--- config.mk ---
export PLATFORM = sky130hd
export DESIGN_NAME = rv32_hart_scheduler
export DESIGN_NICKNAME = d
export VERILOG_FILES = /design/src/rtl/rv32_hart_scheduler_pkg.sv /design/src/rtl/rv32_rr_arbiter.sv /design/src/rtl/rv32_hart_scheduler.sv
export SDC_FILE = /design/constraint.sdc
export NUM_CORES = 1
export LEC_CHECK = 0
export ABC_AREA = 0
export CAP_MARGIN = 25
export CORE_AREA = 10 10 86 81
export DETAILED_ROUTE_END_ITERATION = 6
export DIE_AREA = 0 0 96 91
export GPL_TIMING_DRIVEN = 0
export PLACE_DENSITY = 0.82
export SLEW_MARGIN = 5
export SYNTH_ARGS = -nofsm -noshare
export SYNTH_HDL_FRONTEND = slang
export SYNTH_SLANG_ARGS = --single-unit
--- constraint.sdc ---
create_clock -name clk -period 4.27 [get_ports clk]
set_clock_uncertainty 0.2 [all_clocks]
set_input_delay 0.854 -clock clk [delete_from_list [all_inputs] [get_ports clk]]
set_output_delay 0.854 -clock clk [all_outputs]
set_load 0.005 [all_outputs]
--- src/rtl/rv32_hart_scheduler_pkg.sv ---
// Shared types for the RV32 multi-hart front end: hart ids, hart run states, next-state rule.
// Pure declarations, no latency, no flow control.
package rv32_hart_scheduler_pkg;

    localparam int RV_NUM_HARTS = 8;
    localparam int RV_HART_ID_W = $clog2(RV_NUM_HARTS);

    typedef logic [RV_HART_ID_W-1:0] rv_hart_id_t;

    typedef enum logic [1:0] {
        RV_HART_IDLE = 2'd0,
        RV_HART_RUN  = 2'd1,
        RV_HART_TRAP = 2'd2
    } rv_hart_state_enum_t;

    // A trap only lands on a running hart and beats a simultaneous start.
    function automatic rv_hart_state_enum_t rv_hart_next(
        input rv_hart_state_enum_t cur,
        input logic                start,
        input logic                trap
    );
        rv_hart_state_enum_t nxt;
        nxt = cur;
        case (cur)
            RV_HART_IDLE: if (start) nxt = RV_HART_RUN;
            RV_HART_RUN:  if (trap)  nxt = RV_HART_TRAP;
            RV_HART_TRAP: if (start) nxt = RV_HART_RUN;
            default:      nxt = RV_HART_IDLE;
        endcase
        return nxt;
    endfunction

endpackage

--- src/rtl/rv32_rr_arbiter.sv ---
// Rotating-priority picker: grants the first set req bit at or above ptr, wrapping modulo N.
// Purely combinational, zero latency; no backpressure, requesters simply re-request.
module rv32_rr_arbiter #(
    parameter  int N    = 8,
    localparam int ID_W = $clog2(N)
) (
    input  logic [N-1:0]    req,
    input  logic [ID_W-1:0] ptr,
    output logic            gnt_valid,
    output logic [ID_W-1:0] gnt_id
);

    logic [ID_W-1:0] idx;

    // Scan offsets from highest to lowest so the nearest requester after ptr is written last.
    always_comb begin
        gnt_valid = 1'b0;
        gnt_id    = '0;
        idx       = '0;
        for (int k = N - 1; k >= 0; k--) begin
            idx = ptr + ID_W'(k);
            if (req[idx]) begin
                gnt_valid = 1'b1;
                gnt_id    = idx;
            end
        end
    end

endmodule

--- src/rtl/rv32_hart_scheduler.sv ---
// Round-robin barrel scheduler: one eligible hart per cycle into fetch, parks harts on decoder traps.
// Issue is combinational from registered state; dec_* one cycle after issue, trap report one after that.
// No backpressure: stalled harts drop out of eligibility; RV32_SCHED_PERF_CNT_EN adds per-hart issue counters.
module rv32_hart_scheduler
    import rv32_hart_scheduler_pkg::*;
#(
    parameter  int NUM_HARTS = RV_NUM_HARTS,
    localparam int HART_ID_W = $clog2(NUM_HARTS)
) (
    input  logic                 clk,
    input  logic                 rst,
    input  logic                 enable,
    input  logic [NUM_HARTS-1:0] hart_start,
    input  logic [NUM_HARTS-1:0] hart_stall_req,
    input  logic                 instr_trap,
    output logic                 issue_valid,
    output logic [HART_ID_W-1:0] issue_hart_id,
    output logic                 dec_valid,
    output logic [HART_ID_W-1:0] dec_hart_id,
    output logic                 trap_valid,
    output logic [HART_ID_W-1:0] trap_hart_id,
    output logic [NUM_HARTS-1:0] hart_running
`ifdef RV32_SCHED_PERF_CNT_EN
    ,
    input  logic [HART_ID_W-1:0] perf_sel,
    input  logic                 perf_clr,
    output logic [31:0]          perf_cnt
`endif
);

    rv_hart_state_enum_t state_q [NUM_HARTS];
    rv_hart_state_enum_t state_d [NUM_HARTS];

    logic [NUM_HARTS-1:0] trap_hit;
    logic [NUM_HARTS-1:0] eligible;
    logic [HART_ID_W-1:0] rr_ptr;
    logic                 gnt_valid;
    logic [HART_ID_W-1:0] gnt_id;

    // The hart whose instruction traps is masked in the very cycle the trap is seen.
    always_comb begin
        for (int i = 0; i < NUM_HARTS; i++) begin
            trap_hit[i]     = dec_valid && instr_trap && (dec_hart_id == HART_ID_W'(i));
            eligible[i]     = (state_q[i] == RV_HART_RUN) && !hart_stall_req[i] && !trap_hit[i];
            hart_running[i] = (state_q[i] == RV_HART_RUN);
            state_d[i]      = rv_hart_next(state_q[i], hart_start[i], trap_hit[i]);
        end
    end

    always_ff @(posedge clk or posedge rst) begin
        if (rst) begin
            for (int i = 0; i < NUM_HARTS; i++) begin
                state_q[i] <= RV_HART_IDLE;
            end
        end else begin
            for (int i = 0; i < NUM_HARTS; i++) begin
                state_q[i] <= state_d[i];
            end
        end
    end

    rv32_rr_arbiter #(
        .N (NUM_HARTS)
    ) u_arb (
        .req       (eligible),
        .ptr       (rr_ptr),
        .gnt_valid (gnt_valid),
        .gnt_id    (gnt_id)
    );

    always_comb begin
        issue_valid   = enable && gnt_valid;
        issue_hart_id = issue_valid ? gnt_id : '0;
    end

    // Power-of-two hart count, so the +1 wraps from NUM_HARTS-1 to 0 by truncation.
    always_ff @(posedge clk or posedge rst) begin
        if (rst) begin
            rr_ptr       <= '0;
            dec_valid    <= 1'b0;
            dec_hart_id  <= '0;
            trap_valid   <= 1'b0;
            trap_hart_id <= '0;
        end else begin
            if (issue_valid) begin
                rr_ptr <= issue_hart_id + HART_ID_W'(1);
            end
            dec_valid    <= issue_valid;
            dec_hart_id  <= issue_hart_id;
            trap_valid   <= dec_valid && instr_trap;
            trap_hart_id <= dec_hart_id;
        end
    end

`ifdef RV32_SCHED_PERF_CNT_EN
    logic [31:0] perf_cnt_q [NUM_HARTS];

    always_ff @(posedge clk or posedge rst) begin
        if (rst) begin
            for (int i = 0; i < NUM_HARTS; i++) begin
                perf_cnt_q[i] <= '0;
            end
        end else if (perf_clr) begin
            for (int i = 0; i < NUM_HARTS; i++) begin
                perf_cnt_q[i] <= '0;
            end
        end else if (issue_valid) begin
            perf_cnt_q[issue_hart_id] <= perf_cnt_q[issue_hart_id] + 32'd1;
        end
    end

    assign perf_cnt = perf_cnt_q[perf_sel];
`endif

endmodule

==> reports/qor.csv <==
stage,metric,value,unit
critical_path,crit_slowest_cell,a2111oi_0,
cts,cts_buffers,3,
critical_path,cp_data_arrival_time,3330,ps
synthesis,syn_inst,252,
critical_path,start_kind,input port,
synthesis,yosysUniqueCellTypes,55,
global_routing,track_usage,18.8,%
synthesis,synthArstFlopShare,100,%
drt,vias,2629,
sta,hold_viol_final,0,
sta,layout_setup_ws,-113,ps
drt,wirelength,8480,um
sta,period_share,103,%
floorplan,core_region_area,5130,um2
outcome,failed_checks,setup timing,
drt,via_per_inst,6.37,
synthesis,yosysTopAreaCell,dfrtp_1,
sta,clock.fmax,0.228,GHz
synthesis,yosys_register_bits,27,
synthesis,synth_edf_count,0,
cts,cts_tree,yes,
global_routing,grt_max_degree,17,
drt,drt.antenna.violating_nets,0,
synthesis,synth_seq_area_share,29.8,%
critical_path,r2r_slack,180,ps
sta,drv_slew,0,
hold_path,hp-class,flip-flop to flip-flop,
place,io_buffers,39,
power_and_ir_drop,p_leak,1.50,nW
drt,firstDrtPassIters,5,
outcome,status,finished with violations,
synthesis,synthDominantCellAreaShare,29.8,%
global_routing,grt_pass1_vias,2643,
floorplan,dieArea,8740,um2
floorplan,rows,25,
global_routing,antenna_found_initial,0,
critical_path,cp-end-kind,output port,
hold_path,min_to,trap_hart_id[1]$_DFF_PP0_,
critical_path,r2r_start,rr_ptr[0]$_DFFE_PP0P_,
synthesis,syn_nets,274,
sta,finalSetupViolCount,2,
critical_path,cp.required,3220,ps
synthesis,ys_top_cells_by_count,"dfrtp_1, nor2_1, o21ai_0, inv_1, nand2_1",
floorplan,die_w,96,um
cts,path_clk_slew,90,ps
synthesis,yosysWarnings,0,
layout,diodes,0,
sta,holdWs,276,ps
layout,syn2layout_area_growth,55.6,%
cts,insertion_delay,280,ps
drt,drtIter0Drc,252,
synthesis,synthesis.area,2260,um2
critical_path,cp_max_fo,10,
global_routing,grt-ovfl-total,0,
layout,layout.nets,369,
critical_path,worstPathCellList,buf_8 -> and3b_1 -> buf_6 -> buf_4 -> a2111oi_0 -> o21ai_1 -> nand2_1 -> o21ai_0 -> a311oi_4 -> o32ai_4 -> nor2_2 -> buf_2,
sta,grt_setup_unrepaired,true,
floorplan,initial_core_util,44.1,%
cts,cts-root-buf,clkbuf_8,
drt,avgRoutedWirePerCell,20.5,um
layout,fin_util,68.7,%
sta,worstMarginPinSlew,608,ps
sta,min_period,4380,ps
global_routing,grt_pass1_wl,13400,um
hold_path,hold_path_depth,0,
synthesis,synthFlopType,dfrtp_1,
layout,fill_cells,392,
place,gp_congestion,0.972,
cts,cts_sinks,27,
cts,clockBufferDepth,2,
drt,drc_errors,0,
floorplan,pin_count,40,
floorplan,die_y,91,um
synthesis,synthTopCellsByArea,"dfrtp_1, mux4_2, nor2_1, o21ai_0, mux2i_1",
critical_path,cpPeakStageDelay,540,ps
sta,max-slew-margin-rel,59.4,%
place,hpwl,5330,um
layout,drive_gt1_share,38.4,%
flow_run,drv_cap,0,
critical_path,worst-setup-path-type,input port to output port,
hold_path,hold_path.startpoint,dec_hart_id[1]$_DFF_PP0_,
cts,cts_max_level,1,
synthesis,syn_avg_cell_area,8.99,um2
sta,setup_tns,-158,ps
critical_path,worstReg2RegEnd,rr_ptr[0]$_DFFE_PP0P_,
critical_path,reg2reg_depth,20,
power_and_ir_drop,power_density,1020,nW/um2
power_and_ir_drop,vdd_drop_max,0.790,mV
[cell usage in the layout (no fill, tap or decap), types with 8 or more instances in the layout]
master / count
mux4_2: 8
nand2b_1: 8
o21ai_0: 18
nor2_1: 23
clkdlybuf4s50_1: 26
buf_4: 51
dfrtp_1: 25
o211ai_1: 10
inv_1: 14
nand2_1: 10
[power by group]
part	internal [mW]	total (mW)	switching, mW	leakage (nW)
clock	0.0656	0.148	0.0823	0.0255
sequential	0.338	0.415	0.0770	0.327
combinational	1.49	3.04	1.56	1.14
[per-layer routing]
metal | wire length (um) | GRT usage [%]
met5 | 0 | 0
met4 | 289 | 6.51
met3 | 843 | 4.03
met2 | 4100 | 30.9
met1 | 3250 | 23.4
[kinds of logic after synthesis]
logic type	count (synthesis)	share of synthesized area, %
AOI/OAI and AO/OA	93	31.6
xor gates and xnor gates	5	1.93
and+or+nand+nor	76	17.8
adders and majority gates	2	1.10
buffers and inverters	32	5.75
DFF	27	29.8
muxes	17	12.0
[worst max path at each step]
stage / from / end / slack [ps]
global route: rr_ptr[0]$_DFFE_PP0P_ / issue_hart_id[1] / -160
global placement: instr_trap / issue_hart_id[0] / -1220
finish: instr_trap / issue_hart_id[1] / -110
floorplan: rr_ptr[0]$_DFFE_PP0P_ / issue_hart_id[1] / 40
detailed placement: instr_trap / issue_hart_id[0] / -1230
CTS: rr_ptr[0]$_DFFE_PP0P_ / issue_hart_id[1] / -10
[through the flow]
step	cell area [um2]	setup WS [ps]	power, mW	instances
finish	3520	-113	3.61	413
global route	3520	-165	3.80	413
CTS	3380	-13.1	3.22	401
detailed placement	2770	-1230	2.32	359
global placement	2740	-1220	2.32	358
floorplan	2270	42.4	1.77	252
[registers in the layout, summed over array words and instances, names as in the netlist]
signal / cells
state_q: 16
dec_hart_id: 3
rr_ptr: 3
trap_hart_id: 3
dec_valid: 1
trap_valid: 1
[timing repair]
item | in CTS | in global routing
hold buffers | 0 | 0
cloned | 1 | 0
endpoints found under the hold margin | 0 | 0
setup buffers | 38 | 13
pin swaps | 27 | 19
resized for setup | 99 | 17
endpoints found under the setup margin | 6 | 6
[final cells by class]
class                           count  area, um2  area share (%)
Timing Repair Buffer               91        773            21.9
Sequential cell                    27        678            19.2
Clock inverter                      1       5.00           0.142
Clock buffer                        3       41.3            1.17
Inverter                           18       83.8            2.38
Buffer                             13        121            3.44
Multi-Input combinational cell    193       1740            49.3
Tap cell                           67       83.8            2.38
[critical path, delay by kind of cell]
family | cells | cell delay (ps)
and+or+nand+nor | 3 | 490
buffers and inverters | 4 | 550
AOI/OAI and AO/OA | 5 | 1440
(Power assumes the default switching activity.)
